File: src/rtl/reg_dump_pkg.sv
// Shared definitions for the register dump engine: state encodings and default geometry.
package reg_dump_pkg;

  localparam int NUM_REGS_DEF = 32;
  localparam int DATA_W_DEF   = 32;
  localparam int IDX_W_DEF    = 5;

  typedef logic [2:0] state_t;

  localparam state_t ST_IDLE = 3'd0;
  localparam state_t ST_LOAD = 3'd1;
  localparam state_t ST_SEND = 3'd2;
  localparam state_t ST_CSUM = 3'd3;
  localparam state_t ST_DONE = 3'd4;

endpackage

File: src/rtl/reg_dump_csum.sv
// XOR accumulator over every register value captured during a dump.
// Clear takes priority over enable so a new dump always starts from zero.
module reg_dump_csum
  import reg_dump_pkg::*;
#(
  parameter int DATA_W = DATA_W_DEF
) (
  input  logic              clk,
  input  logic              rst,
  input  logic              i_clear,
  input  logic              i_enable,
  input  logic [DATA_W-1:0] i_data,
  output logic [DATA_W-1:0] o_csum
);

  logic [DATA_W-1:0] r_acc;

  always_ff @(posedge clk or posedge rst) begin
    if (rst) begin
      r_acc <= '0;
    end else if (i_clear) begin
      r_acc <= '0;
    end else if (i_enable) begin
      r_acc <= r_acc ^ i_data;
    end
  end

  assign o_csum = r_acc;

endmodule

File: src/rtl/reg_dump_reader.sv
// Walks regNo over 0..NUM_REGS-1 and streams each captured value on a valid/ready port.
// Define REG_DUMP_CHECKSUM_EN to append an XOR checksum beat after the last register.
module reg_dump_reader
  import reg_dump_pkg::*;
#(
  parameter int NUM_REGS = NUM_REGS_DEF,
  parameter int DATA_W   = DATA_W_DEF,
  parameter int IDX_W    = IDX_W_DEF
) (
  input  logic              clk,
  input  logic              startin,
  input  logic              start,
  output logic [IDX_W-1:0]  regNo,
  input  logic [DATA_W-1:0] val,
  output logic              out_valid,
  input  logic              out_ready,
  output logic [IDX_W-1:0]  out_index,
  output logic [DATA_W-1:0] out_data,
  output logic              out_last,
  output logic              busy,
  output logic              done
);

  localparam logic [IDX_W-1:0] LAST_IDX = IDX_W'(NUM_REGS - 1);

  state_t             r_state;
  logic [IDX_W-1:0]   r_counter;
  logic [IDX_W-1:0]   r_outIndex;
  logic [DATA_W-1:0]  r_outData;
  logic               r_outLast;
  logic               w_accept;
  logic               w_atLast;

  assign w_accept = (r_state == ST_SEND) && out_ready;
  assign w_atLast = (r_counter == LAST_IDX);

`ifdef REG_DUMP_CHECKSUM_EN
  logic              r_csumPhase;
  logic [DATA_W-1:0] w_csum;

  // Each register is folded in at the same edge its value is captured for the stream.
  reg_dump_csum #(.DATA_W(DATA_W)) u_csum (
    .clk      (clk),
    .rst      (startin),
    .i_clear  ((r_state == ST_IDLE) && start),
    .i_enable (r_state == ST_LOAD),
    .i_data   (val),
    .o_csum   (w_csum)
  );
`endif

  always_ff @(posedge clk or posedge startin) begin
    if (startin) begin
      r_state    <= ST_IDLE;
      r_counter  <= '0;
      r_outIndex <= '0;
      r_outData  <= '0;
      r_outLast  <= 1'b0;
`ifdef REG_DUMP_CHECKSUM_EN
      r_csumPhase <= 1'b0;
`endif
    end else begin
      case (r_state)
        ST_IDLE: begin
          if (start) begin
            r_counter <= '0;
            r_state   <= ST_LOAD;
          end
        end
        ST_LOAD: begin
          r_outData  <= val;
          r_outIndex <= r_counter;
`ifdef REG_DUMP_CHECKSUM_EN
          r_outLast  <= 1'b0;
`else
          r_outLast  <= w_atLast;
`endif
          r_state    <= ST_SEND;
        end
        ST_SEND: begin
          if (w_accept) begin
`ifdef REG_DUMP_CHECKSUM_EN
            if (r_csumPhase) begin
              r_state <= ST_DONE;
            end else if (w_atLast) begin
              r_state <= ST_CSUM;
            end else begin
              r_counter <= r_counter + IDX_W'(1);
              r_state   <= ST_LOAD;
            end
`else
            if (w_atLast) begin
              r_state <= ST_DONE;
            end else begin
              r_counter <= r_counter + IDX_W'(1);
              r_state   <= ST_LOAD;
            end
`endif
          end
        end
`ifdef REG_DUMP_CHECKSUM_EN
        // The checksum beat is loaded like a register beat, then reuses SEND for the handshake.
        ST_CSUM: begin
          r_outData   <= w_csum;
          r_outIndex  <= '0;
          r_outLast   <= 1'b1;
          r_csumPhase <= 1'b1;
          r_state     <= ST_SEND;
        end
`endif
        ST_DONE: begin
          r_counter <= '0;
`ifdef REG_DUMP_CHECKSUM_EN
          r_csumPhase <= 1'b0;
`endif
          r_state   <= ST_IDLE;
        end
        default: begin
          r_state <= ST_IDLE;
        end
      endcase
    end
  end

  assign regNo     = r_counter;
  assign out_valid = (r_state == ST_SEND);
  assign out_index = r_outIndex;
  assign out_data  = r_outData;
  assign out_last  = r_outLast && out_valid;
  assign busy      = (r_state != ST_IDLE);
  assign done      = (r_state == ST_DONE);

endmodule
File: config.mk
export PLATFORM = sky130hd
export DESIGN_NAME = reg_dump_reader
export DESIGN_NICKNAME = d
export VERILOG_FILES = /design/src/rtl/reg_dump_pkg.sv /design/src/rtl/reg_dump_csum.sv /design/src/rtl/reg_dump_reader.sv
export SDC_FILE = /design/constraint.sdc
export NUM_CORES = 1
export LEC_CHECK = 0
export CORE_UTILIZATION = 44
export CTS_BUF_LIST = sky130_fd_sc_hd__clkbuf_8
export CTS_CLUSTER_SIZE = 12
export DETAILED_ROUTE_END_ITERATION = 6
export PLACE_DENSITY = 0.83
export SLEW_MARGIN = 20
export SYNTH_ARGS = -nofsm -noshare
export SYNTH_HDL_FRONTEND = slang
export SYNTH_SLANG_ARGS = --single-unit
File: constraint.sdc
create_clock -name clk -period 2.2 [get_ports clk]
set_clock_uncertainty 0.15 [all_clocks]
set_input_delay 0.22 -clock clk [delete_from_list [all_inputs] [get_ports clk]]
set_output_delay 0.22 -clock clk [all_outputs]
set_load 0.005 [all_outputs]
==> flow_summary.yaml <==
run_status:
  status: "completed"
setup_path:
  startpoint: "r_state[2]"
  start_kind: "flip-flop"
  r2r-start: "regNo[0]"
  required_ps: 1830
  critical_path_class: "reg -> out"
  crit_fanout: 9
  end_kind: "output pin"
  critical_path_arrival_ps: 1700
sta:
  period_share: 0.943
  grt_setup_unrepaired: "no"
  tns_ps: 0
  hold_violations: 0
  fin_crit_ps: 2070
  fmax_ghz: 0.482
  setup_viol: 0
  drv_slew: 0
  whs_ps: 83.5
  max_slew_margin: 0.713
  tightestPinTransition_ps: 430
cts:
  insertion_delay_ps: 300
  clock-sinks: 46
  holdBufCountCts: 0
  clockBufferDepth: 2
  cts_max_level: 2
  cts_tree: "yes"
  clock-root-buffer: "clkbuf_8"
  clk_pin_slew_ps: 80
  cts_buffers: 5
layout:
  regArea_sq_um: 1150
  fin_area_sq_um: 2900
  fillCellCount: 287
  multi_input_area_sq_um: 696
  nNetsFinal: 252
  antennaDiodeCount: 0
  synthToLayoutAreaGrowth_pct: 50.0
  drive_gt1_frac: 0.265
routing:
  wire_per_inst_um: 15.3
  drt_iter0_drc: 37
  drcViolationCount: 0
  vias_per_cell: 5.00
  wirelength_um: 4070
  final_antenna_net_count: 0
  first_pass_iters: 4
  vias: 1326
floorplan:
  rows: 23
  die-area_sq_um: 4660
  initial_core_util: 0.469
  die_height_um: 68.2
  pin_count: 82
  core_sq_um: 4120
  fp.dieW_um: 68.2
power_and_ir_drop:
  ir_drop_mv: 0.649
  internal-power_mw: 2.59
  power.density_nw_per_um2: 1250
  clkPwrFrac: 0.137
  p_leak_nw: 1.23
  sw_frac_of_total: 0.284
  power_switching_mw: 1.03
  seq_power_share: 0.399
  pwr-share-comb: 0.464
yosys:
  ys_ff_latch: 46
  syn_area_sq_um: 1930
  synth_cell_types: 28
  ys_seq_area_frac: 0.596
  synth.avg_cell_area_sq_um: 15.1
  synth_nets: 166
  ys_warn_count: 0
  synthCells: 128
global_route:
  busiest_layer: "met2"
  grt_pass1_wl_um: 6040
  use_met2: 0.316
  grt.met3_usage: 0.0717
  gr-usage-met1: 0.206
  grt_max_degree: 40
  overflow: 0
  grt_pass1_vias: 1325
  track_usage: 0.186
  antenna_found_initial: 0
worst_hold_path:
  min_path_type: "in -> async"
place:
  place_congestion: 0.891
  place_area_sq_um: 2810
  port_buffers: 81
  dp_hpwl_um: 3080
run:
  max-cap-violations: 0
final timing paths:
path | to | slack (ps) | cells after the start
setup / recovery | out_last | 130 | 3
hold / removal | out_data[21] | 80 | 2
setup reg to reg | regNo[4] | 140 | 6
hold reg to reg | out_data[1] | 360 | 1
max in group asynchronous | r_state[1] | 1310 | 3
min in group clk | out_data[1] | 360 | 1
registers in the layout, indices dropped and copies added (netlist names):
| register | flops |
|---|---|
| out_data | 32 |
| out_index | 5 |
| r_outLast | 1 |
| r_state | 3 |
| regNo | 5 |
area by class of cell:
type / instances / area share
flip-flops and latches: 46 / 0.398
repair buffers: 86 / 0.302
multi-input cells: 68 / 0.240
clock buffers: 5 / 0.0238
well taps: 50 / 0.0216
inverters: 7 / 0.00907
clock inverters: 3 / 0.00605
what timing repair did:
item / CTS / global route
endpoints found under the setup margin: 0 / 4
resized for setup: 0 / 2
setup buffers: 0 / 0
cell usage in the layout (no fill, tap or decap), types with 2 or more instances in the layout:
cell type,netlist,routed
inv_1,7,7
mux2_2,38,38
nand3_1,3,3
clkdlybuf4s50_1,0,81
nand2_1,2,2
dfrtp_1,46,45
buf_4,3,3
clkbuf_8,0,5
buf_12,0,2
mux2i_1,4,4
and3_1,2,2
ha_1,2,2
cell families (layout without fill, tap and decap cells):
group,after synthesis,in the layout,share of synthesized area
multiplexers,42,42,0.242
buffers and inverters,14,101,0.0454
flip-flops,46,46,0.596
adder cells (fa/ha/maj),2,2,0.0130
AO/OA/AOI/OAI,7,7,0.0285
AND/OR/NAND/NOR,17,17,0.0745
stage by stage:
step / util / power, mW / setup slack, ps / std cells
after floorplan: - / 2.18 / 196 / 128
after global placement: 0.682 / 3.07 / 165 / 257
after detailed placement: 0.682 / 3.16 / 56.5 / 257
after CTS: 0.703 / 3.66 / 22.1 / 265
after global routing: 0.704 / 3.85 / 23.0 / 265
final: 0.704 / 3.62 / 125 / 265
power groups by stage:
stage	sequential [mW]	clock, mW	combinational (mW)
after global placement	1.43	0	1.64
after CTS	1.44	0.513	1.70
after detailed placement	1.46	0	1.70
after global routing	1.49	0.548	1.81
final	1.44	0.495	1.68
after floorplan	1.44	0	0.740
synth_stat cells:
library cell,n,share of area
mux2_2,38,0.22
dfrtp_1,46,0.60
a221oi_1,1,0.0045
nor3_1,1,0.0026
nor3b_4,1,0.0097
o21bai_1,1,0.0039
and2_1,1,0.0032
or4b_1,1,0.0052
inv_1,7,0.014
nand4bb_4,1,0.014
buf_2,1,0.0026
o21ai_0,1,0.0026
and3_1,2,0.0065
nand2_1,2,0.0039
a21o_1,1,0.0039
nor3b_1,1,0.0039
nand3_1,3,0.0078
nor3b_2,1,0.0065
a211o_1,1,0.0045
o211ai_2,1,0.0065
mux2i_1,4,0.021
nor2b_1,1,0.0032
or3_1,1,0.0032
buf_6,3,0.017
buf_4,3,0.012
a21oi_1,1,0.0026
ha_1,2,0.013
nand4b_1,1,0.0045
critical path, cell delays in order (launching register included):
cell and delay [ps]:
dfrtp_1 500, nor3b_2 270, and2_1 150, clkdlybuf4s50_1 490
layer usage:
layer  vias up  wire length, um
li1        617                -
met1       642             1640
met5         -                0
met2        58             2080
met4         0               87
met3         9              257
No activity file was read; power rests on OpenSTA's default activity.
